$ cat src/rtl/mul_div_iter_if.sv
// Multiply/divide unit bundle between the EX stage and mul_div_iter.
// Carries operands, control, stall and the {HI,LO} result.
interface mul_div_iter_if #(
   parameter int DATA_W = 32
);
   logic                  valid_e;
   logic [4:0]            alucontrol_e;
   logic [DATA_W-1:0]     src_a_e;
   logic [DATA_W-1:0]     src_b_e;
   logic                  flush_e;
   logic                  ready_e;
   logic                  md_stall_o;
   logic                  hilo_valid_o;
   logic [2*DATA_W-1:0]   hilo_o;

   modport master (
      output valid_e, alucontrol_e, src_a_e, src_b_e,
      output flush_e, ready_e,
      input  md_stall_o, hilo_valid_o, hilo_o
   );

   modport slave (
      input  valid_e, alucontrol_e, src_a_e, src_b_e,
      input  flush_e, ready_e,
      output md_stall_o, hilo_valid_o, hilo_o
   );
endinterface

$ cat src/rtl/mul_div_iter.sv
// Iterative MULT/MULTU/DIV/DIVU unit: 32 cycles per op,
// magnitude datapath with sign fix-up on the final iteration.
module mul_div_iter #(
   parameter int         DATA_W   = 32,
   parameter logic [4:0] MULT_OP  = 5'b10000,
   parameter logic [4:0] MULTU_OP = 5'b10001,
   parameter logic [4:0] DIV_OP   = 5'b10010,
   parameter logic [4:0] DIVU_OP  = 5'b10011
) (
   input logic           clk,
   input logic           resetn,
   mul_div_iter_if.slave md
);
   typedef enum logic [1:0] {
      S_IDLE,
      S_MUL,
      S_DIV,
      S_DONE
   } state_t;

   state_t              state, state_nxt;
   logic [4:0]          cnt;
   logic [2*DATA_W-1:0] acc;
   logic [DATA_W:0]     rem;
   logic [DATA_W-1:0]   opb;
   logic                neg_q, neg_r, div0;
   logic [2*DATA_W-1:0] hilo;
   logic                hv;

   logic                is_mult, is_div, is_sgn, start, busy, last;
   logic [DATA_W-1:0]   abs_a, abs_b;
   logic [DATA_W:0]     mul_sum, div_sh;
   logic [2*DATA_W-1:0] mul_nxt, prod_fix, hilo_nxt;
   logic                div_ge;
   logic [DATA_W:0]     div_r;
   logic [DATA_W-1:0]   div_q, q_fix, r_fix;

   assign md.md_stall_o   = start | busy;
   assign md.hilo_valid_o = hv;
   assign md.hilo_o       = hilo;

   // Decode the op, form operand magnitudes and one iteration step.
   always_comb begin
      is_mult = (md.alucontrol_e == MULT_OP) |
                (md.alucontrol_e == MULTU_OP);
      is_div  = (md.alucontrol_e == DIV_OP) |
                (md.alucontrol_e == DIVU_OP);
      is_sgn  = (md.alucontrol_e == MULT_OP) |
                (md.alucontrol_e == DIV_OP);
      abs_a   = (is_sgn & md.src_a_e[DATA_W-1]) ?
                -md.src_a_e : md.src_a_e;
      abs_b   = (is_sgn & md.src_b_e[DATA_W-1]) ?
                -md.src_b_e : md.src_b_e;
      start   = md.valid_e & (is_mult | is_div) &
                ~md.flush_e & (state == S_IDLE);
      busy    = (state == S_MUL) | (state == S_DIV);
      last    = (cnt == 5'd31);
      mul_sum = {1'b0, acc[2*DATA_W-1:DATA_W]} +
                (acc[0] ? {1'b0, opb} : '0);
      mul_nxt = {mul_sum, acc[DATA_W-1:1]};
      div_sh  = {rem[DATA_W-1:0], acc[DATA_W-1]};
      div_ge  = div_sh >= {1'b0, opb};
      div_r   = div_ge ? div_sh - {1'b0, opb} : div_sh;
      div_q   = {acc[DATA_W-2:0], div_ge};
      prod_fix = neg_q ? -mul_nxt : mul_nxt;
      q_fix    = (neg_q & ~div0) ? -div_q : div_q;
      r_fix    = neg_r ? -div_r[DATA_W-1:0] :
                 div_r[DATA_W-1:0];
      hilo_nxt = (state == S_MUL) ? prod_fix :
                 {r_fix, q_fix};
   end

   // Control state register.
   always_ff @(posedge clk) begin
      if (!resetn) state <= S_IDLE;
      else         state <= state_nxt;
   end

   // Next state: flush wins over every other transition.
   always_comb begin
      state_nxt = state;
      if (md.flush_e) begin
         state_nxt = S_IDLE;
      end else begin
         case (state)
            S_IDLE: if (start)
                       state_nxt = is_mult ? S_MUL : S_DIV;
            S_MUL,
            S_DIV:  if (last) state_nxt = S_DONE;
            S_DONE: if (md.ready_e) state_nxt = S_IDLE;
            default: state_nxt = S_IDLE;
         endcase
      end
   end

   // Operand latch, iteration and result/valid registers.
   always_ff @(posedge clk) begin
      if (!resetn) begin
         cnt   <= '0;
         acc   <= '0;
         rem   <= '0;
         opb   <= '0;
         neg_q <= 1'b0;
         neg_r <= 1'b0;
         div0  <= 1'b0;
         hilo  <= '0;
         hv    <= 1'b0;
      end else begin
         if (start) begin
            cnt   <= '0;
            rem   <= '0;
            acc   <= {{DATA_W{1'b0}}, is_mult ? abs_b : abs_a};
            opb   <= is_mult ? abs_a : abs_b;
            neg_q <= is_sgn &
                     (md.src_a_e[DATA_W-1] ^ md.src_b_e[DATA_W-1]);
            neg_r <= is_sgn & is_div & md.src_a_e[DATA_W-1];
            div0  <= is_div & (md.src_b_e == '0);
         end else if (busy && !md.flush_e) begin
            cnt <= cnt + 5'd1;
            if (state == S_MUL) begin
               acc <= mul_nxt;
            end else begin
               acc[DATA_W-1:0] <= div_q;
               rem             <= div_r;
            end
            if (last) begin
               hilo <= hilo_nxt;
               hv   <= 1'b1;
            end
         end
         if (md.flush_e || (state == S_DONE && md.ready_e))
            hv <= 1'b0;
      end
   end
endmodule

$ cat src/flat_wrapper.sv
// flat-port wrapper written by rule: the top's interface ports become plain ports
module mul_div_iter_flat 
#(
   parameter int         DATA_W   = 32,
   parameter logic [4:0] MULT_OP  = 5'b10000,
   parameter logic [4:0] MULTU_OP = 5'b10001,
   parameter logic [4:0] DIV_OP   = 5'b10010,
   parameter logic [4:0] DIVU_OP  = 5'b10011
)
  (clk, resetn, md_valid_e, md_alucontrol_e, md_src_a_e, md_src_b_e, md_flush_e, md_ready_e, md_md_stall_o, md_hilo_valid_o, md_hilo_o);
  mul_div_iter_if #(.DATA_W(DATA_W)) md_i ();
  input logic clk;
  input logic resetn;
  input wire logic [$bits(md_i.valid_e)-1:0] md_valid_e;
  input wire logic [$bits(md_i.alucontrol_e)-1:0] md_alucontrol_e;
  input wire logic [$bits(md_i.src_a_e)-1:0] md_src_a_e;
  input wire logic [$bits(md_i.src_b_e)-1:0] md_src_b_e;
  input wire logic [$bits(md_i.flush_e)-1:0] md_flush_e;
  input wire logic [$bits(md_i.ready_e)-1:0] md_ready_e;
  output wire logic [$bits(md_i.md_stall_o)-1:0] md_md_stall_o;
  output wire logic [$bits(md_i.hilo_valid_o)-1:0] md_hilo_valid_o;
  output wire logic [$bits(md_i.hilo_o)-1:0] md_hilo_o;
  assign md_i.valid_e = md_valid_e;
  assign md_i.alucontrol_e = md_alucontrol_e;
  assign md_i.src_a_e = md_src_a_e;
  assign md_i.src_b_e = md_src_b_e;
  assign md_i.flush_e = md_flush_e;
  assign md_i.ready_e = md_ready_e;
  assign md_md_stall_o = md_i.md_stall_o;
  assign md_hilo_valid_o = md_i.hilo_valid_o;
  assign md_hilo_o = md_i.hilo_o;
  mul_div_iter #(.DATA_W(DATA_W), .MULT_OP(MULT_OP), .MULTU_OP(MULTU_OP), .DIV_OP(DIV_OP), .DIVU_OP(DIVU_OP)) u_core (.clk(clk), .resetn(resetn), .md(md_i));
endmodule
$ cat config.mk
export PLATFORM = sky130hd
export DESIGN_NAME = mul_div_iter_flat
export DESIGN_NICKNAME = d
export VERILOG_FILES = /design/src/rtl/mul_div_iter_if.sv /design/src/rtl/mul_div_iter.sv /design/src/flat_wrapper.sv
export SDC_FILE = /design/constraint.sdc
export NUM_CORES = 1
export LEC_CHECK = 0
export ABC_CLOCK_PERIOD_IN_PS = 15160
export BUFFER_PORTS_ARGS = -buffer_cell sky130_fd_sc_hd__buf_2
export CAP_MARGIN = 5
export CELL_PAD_IN_SITES_DETAIL_PLACEMENT = 0
export CELL_PAD_IN_SITES_GLOBAL_PLACEMENT = 1
export CORE_MARGIN = 2
export CORE_UTILIZATION = 49
export CTS_CLUSTER_SIZE = 25
export DETAILED_ROUTE_END_ITERATION = 16
export PLACE_DENSITY = 0.94
export SYNTH_ARGS = -nofsm -noshare
export SYNTH_HDL_FRONTEND = slang
export SYNTH_SLANG_ARGS = --single-unit
$ cat constraint.sdc
create_clock -name clk -period 15.16 [get_ports clk]
set_input_delay 2.274 -clock clk [delete_from_list [all_inputs] [get_ports clk]]
set_output_delay 2.274 -clock clk [all_outputs]
set_load 0.02 [all_outputs]
== After elaboration in Yosys (flattened, before gate mapping) ==
Cells that the tools add are included.

* Register bits: 203
* Input port bits: 74
* Output and inout bits: 66
* Word-level logic and storage cells: 86

* Add/sub/neg operators: 8
* Order comparisons: 1
* Equality and inequality tests: 11
* Multiplexer cells: 18
* Bitwise operators: 22
* Reduce and logical (&&, ||, !) cells: 15

{| class="wikitable"
|+ Operator list
! kind !! count
|-
| $mux 32 || 11
|-
| $mux 64 || 2
|-
| $neg 32->32 || 4
|-
| $neg 64->64 || 1
|-
| $add 32x32->33 || 1
|-
| $ge 33x32->1 || 1
|-
| $logic_not 32->1 || 1
|-
| $sub 32x32->32 || 1
|-
| $eq 5x5->1 const B || 5
|-
| $and 1x1->1 || 10
|-
| $mux 2 || 4
|-
| $reduce_or 2->1 || 4
|-
| $or 1x1->1 || 6
|-
| $pmux 2 s3 || 1
|-
| $reduce_and 3->1 || 2
|-
| $add 5x1->5 const B || 1
|-
| $not 1->1 || 5
|-
| $eq 2x2->1 const B || 2
|-
| $ne 2x1->1 const B || 2
|-
| $reduce_and 2->1 || 2
|-
| $eq 2x1->1 const B || 1
|-
| $logic_and 1x1->1 || 2
|-
| $logic_not 2->1 || 1
|-
| $ne 2x2->1 const B || 1
|-
| other kinds (4) || 4
|}

== Depth between registers and ports, before layout ==
* Depth in word-level cells: 8
* Depth in mapped cells: 24
* Depth with buffers taken out: 18

== Worst setup path after synthesis ==
No wires, ideal clock.

* Path type: input to output
* Start: in md_alucontrol_e[3]
* End: out md_md_stall_o
* Arrival time: 3.567 ns
* Data required time: 12.886 ns
* Setup slack: 9.319 ns
* Stages on the path: 7
* Buffers on the path: 3
* Cell sequence: nor2_1 > nand2_1 > or3_1 > clkbuf_1 > clkbuf_1 > buf_1 > nand2_1

* Word-level cells in the longest chain between the ends: 7
* Elaborated cells on any way between the ends: 11
* Those cells by class: 4 x eq/ne; 7 x bitwise

{| class="wikitable"
|+ RTL lines
! what !! RTL line !! RTL
|-
| start: declaration || flat_wrapper.sv:15 || <nowiki>input wire logic [$bits(md_i.alucontrol_e)-1:0] md_alucontrol_e;</nowiki>
|-
| $eq 5x5->1, on equally long branches || - ||
|-
| $or 1x1->1, on equally long branches || mul_div_iter.sv:44, mul_div_iter.sv:46 ||
|-
| $or 1x1->1 * || mul_div_iter.sv:54 || <nowiki>start = md.valid_e & (is_mult | is_div) &</nowiki>
|-
| $and 1x1->1 * (2 in series) || mul_div_iter.sv:54 ||
|-
| $and 1x1->1 * || mul_div_iter.sv:55 || <nowiki>~md.flush_e & (state == S_IDLE);</nowiki>
|-
| $or 1x1->1 * || mul_div_iter.sv:38 || <nowiki>assign md.md_stall_o = start | busy;</nowiki>
|-
| end: declaration || flat_wrapper.sv:20 || <nowiki>output wire logic [$bits(md_i.md_stall_o)-1:0] md_md_stall_o;</nowiki>
|}

Mark *: on every way between the ends. The rest lies on a longest branch, timed or not.

== Worst setup path in the final report ==
* Start: reg u_core.acc[0]
* End: reg u_core.hilo[62] (netlist: u_core.md.hilo_o[62])

* Word-level cells in the longest chain between the ends: 5

{| class="wikitable"
|+ RTL lines
! what !! RTL line !! RTL
|-
| start: declaration || mul_div_iter.sv:23 || <nowiki>logic [2*DATA_W-1:0] acc;</nowiki>
|-
| start signal: assignment || mul_div_iter.sv:112 || <nowiki>acc <= {{DATA_W{1'b0}}, is_mult ? abs_b : abs_a};</nowiki>
|-
| start signal: assignment || mul_div_iter.sv:121 || <nowiki>acc <= mul_nxt;</nowiki>
|-
| start signal: indexed assignment || mul_div_iter.sv:123 || <nowiki>acc[DATA_W-1:0] <= div_q;</nowiki>
|-
| $mux 32 * || mul_div_iter.sv:59 || <nowiki>(acc[0] ? {1'b0, opb} : '0);</nowiki>
|-
| $add 32x32->33 * || mul_div_iter.sv:58 || <nowiki>mul_sum = {1'b0, acc[2*DATA_W-1:DATA_W]} +</nowiki>
|-
| $neg 64->64 || mul_div_iter.sv:65 || <nowiki>prod_fix = neg_q ? -mul_nxt : mul_nxt;</nowiki>
|-
| $mux 64 * || mul_div_iter.sv:65 ||
|-
| $mux 64 * || mul_div_iter.sv:69 || <nowiki>hilo_nxt = (state == S_MUL) ? prod_fix :</nowiki>
|-
| end signal: assignment || mul_div_iter.sv:127 || <nowiki>hilo <= hilo_nxt;</nowiki>
|-
| end: declaration || mul_div_iter.sv:27 || <nowiki>logic [2*DATA_W-1:0] hilo;</nowiki>
|}

Marked as above.
A chain may end at the register's enable or synchronous reset.

==> qor.csv <==
metric,value,unit
status,finished clean,
r2r_slack,9.54,ns
antenna_found_initial,1,
synthCells,2604,
dpl.hpwl,52600,um
fin_crit_sh,0.371,
p_int,1.17,mW
clkSinkCount,203,
dr.pass1.iters,6,
synthSimpleGateAreaFrac,0.240,
synth.distinct_cells,93,
power.density,97.1,mW/mm2
drive_gt1_frac,0.0975,
critPathKind,reg -> reg,
wl_per_cell,21.6,um
routabilityCongestion,0.983,
synth_edf_count,0,
pwr-share-comb,0.400,
htreeDepth,1,
finalPower,1.96,mW
grt_max_degree,92,
ctsHoldBuffers,0,
fillers,3789,
cts_resized,0,
dr_wl_met2,30300,um
fp.coreArea,0.0378,mm2
maxSlewViolCount,0,
die_height,200,um
cts_buffers,24,
clockBufferDepth,3,
top_layer,met4,
relSlewSlack,0.183,
synth_warnings,0,
viasPerCell,6.29,
critical_path_required,15.55,ns
die_area,0.0400,mm2
met1_length,29100,um
hold_viol_final,0,
swShare,0.400,
vias,19500,
final_nets,2730,
grt_overflow,0,
synth_flop_cell,dfxtp_1,
clk_pin_slew,0.06,ns
start_kind,flip-flop,
fin_worst_skew,0.0180,ns
p_leak,7.84,nW
netlist_area,0.0188,mm2
final_cell_mix,"nand2_1, nor2_1, dfxtp_1",
cp-end-kind,flip-flop,
drt_iter0_markers,1981,
cts_tree,yes,
p_sw,0.783,mW
fp-row-count,71,
synth_xor_area_frac,0.0927,
synth_top_family_by_area,compound AO/OA/AOI/OAI gates,
max_freq,0.178,GHz
clockRootBuffer,clkbuf_16,
ys_ff_latch,203,
min_period,5.62,ns
setup_viol,0,
syn2layout_area_growth,7.12,%
route.met3.wl,5150,um
ir_worst_vdd,0.0832,mV
layout_setup_ws,9.54,ns
io_buffers,139,
ant_nets,0,
synth_compound_area_frac,0.297,
die_x,200,um
grt_pass1_vias,18000,
avgSynthCellArea,7.22,um2
synth_mux_area_frac,0.0327,
tightest_slew,1.22,ns
pwr-share-seq,0.286,
post-cts-setup-buffer-count,0,
tns,0,ns
drc_errors,0,
maxCapViolCount,0,
grt_pass1_wl,104000,um
ys_seq_area_frac,0.216,
grt_usage,0.330,
num_io_pins,140,
synthAdderAreaFrac,0.0520,
initial_core_util,0.498,
layout_commonest_cell,nand2_1,
place_ws,9.54,ns
synth-async-reset-ratio,0,
synth_nets,2755,
p_clk_frac,0.314,
rsz0062_at_grt,no,
critPathMaxFanout,35,
hp-class,reg -> reg,
clk_latency,0.53,ns
drt_wl_total,67100,um
cp.arrival,6.02,ns
-- cell type report --
| cell class | count | area (um2) | share of cell area |
|---|---|---|---|
| multi-input cells | 2116 | 13500 | 0.669 |
| flip-flops and latches | 203 | 4070 | 0.202 |
| repair buffers | 158 | 841 | 0.0417 |
| clock buffers | 31 | 688 | 0.0342 |
| well taps | 511 | 639 | 0.0317 |
| inverters | 76 | 285 | 0.0142 |
| clock inverters | 12 | 148 | 0.00733 |
| diodes | 1 | 2.50 | 0.000124 |
-- stage by stage --
step | std cells | hold slack [ns] | instance area [um2] | utilization
detailed placement | 3064 | 0.454 | 19300 | 0.511
global placement | 3064 | 0.445 | 19300 | 0.511
floorplan | 2604 | 0.441 | 18800 | -
CTS | 3107 | 0.463 | 20100 | 0.534
global route | 3107 | 0.478 | 20100 | 0.534
finish | 3108 | 0.458 | 20100 | 0.534
-- flip-flops by register name (all words and copies together) (netlist names) --
register / cells
u_core.acc: 64
u_core.md.hilo_o: 64
u_core.opb: 32
u_core.rem: 32
u_core.cnt: 5
u_core.state: 2
u_core.div0: 1
u_core.md.hilo_valid_o: 1
u_core.neg_q: 1
u_core.neg_r: 1
-- critical path: stages, from the launching register on --
cell       delay, ns
dfxtp_1         0.35
clkinv_1        0.06
buf_4           0.40
nor2_1          0.11
ha_1            0.41
a21o_1          0.26
a31oi_1         0.48
a21oi_1         0.35
nor3_1          0.57
mux2i_1         0.49
nand4bb_1       0.35
nand4bb_1       0.55
or3_1           0.45
o31ai_1         0.29
xor2_1          0.23
o211ai_1        0.11
-- final timing paths --
check	startpoint	end	cells past startpoint
worst max-delay path	u_core.acc[0]	u_core.md.hilo_o[62]	15
worst min-delay path	u_core.acc[40]	u_core.acc[40]	2
worst max register to register	u_core.acc[0]	u_core.md.hilo_o[62]	15
worst min register to register	u_core.acc[40]	u_core.acc[40]	2
-- cells in the mapped netlist (8+ instances only) --
cell / number / area, um2
dfxtp_1: 203 / 4060
or4_1: 19 / 143
or3_1: 26 / 163
clkbuf_1: 151 / 567
nor4_1: 27 / 169
o211ai_1: 125 / 938
a31oi_1: 20 / 125
nor2b_1: 23 / 144
clkbuf_8: 9 / 124
o41ai_1: 15 / 131
o21a_1: 20 / 150
o211a_1: 14 / 140
nor2_1: 242 / 908
a211o_1: 8 / 70.1
nand4_1: 33 / 206
buf_1: 16 / 60.1
xor2_1: 97 / 850
o21ai_0: 138 / 691
a21boi_0: 91 / 683
o31ai_1: 38 / 285
a21o_1: 28 / 210
a211oi_1: 72 / 541
and3_1: 18 / 113
or2_2: 9 / 56.3
mux2i_1: 58 / 581
buf_6: 14 / 158
a21oi_1: 166 / 831
ha_1: 75 / 938
nor3_1: 60 / 300
xnor2_1: 102 / 893
nand2_1: 367 / 1380
buf_2: 12 / 60.1
and2_1: 23 / 144
inv_1: 75 / 282
nand2b_1: 13 / 81.3
nand3_1: 51 / 255
-- power groups by stage --
| stage | clock, mW | combinational [mW] | sequential [mW] |
|---|---|---|---|
| 4_1_cts | 0.625 | 0.763 | 0.558 |
| 3_5_place_dp | 0 | 0.760 | 0.570 |
| 3_3_place_gp | 0 | 0.753 | 0.570 |
| 2_1_floorplan | 0 | 0.571 | 0.558 |
| 6_report | 0.614 | 0.783 | 0.559 |
| 5_1_grt | 0.649 | 0.847 | 0.560 |
-- cells by family after synthesis --
family | count (synthesis)
AOI/OAI and AO/OA | 821
adders and majority gates | 77
muxes | 61
DFF | 203
buffers and inverters | 285
and+or+nand+nor | 958
xor gates and xnor gates | 199
-- metal layers --
layer / vias to the layer above / global-route usage
met2: 843 / 0.539
met4: 0 / 0.114
li1: 9383 / -
met5: - / 0
met3: 130 / 0.0410
met1: 9193 / 0.450
(Power assumes the default switching activity.)
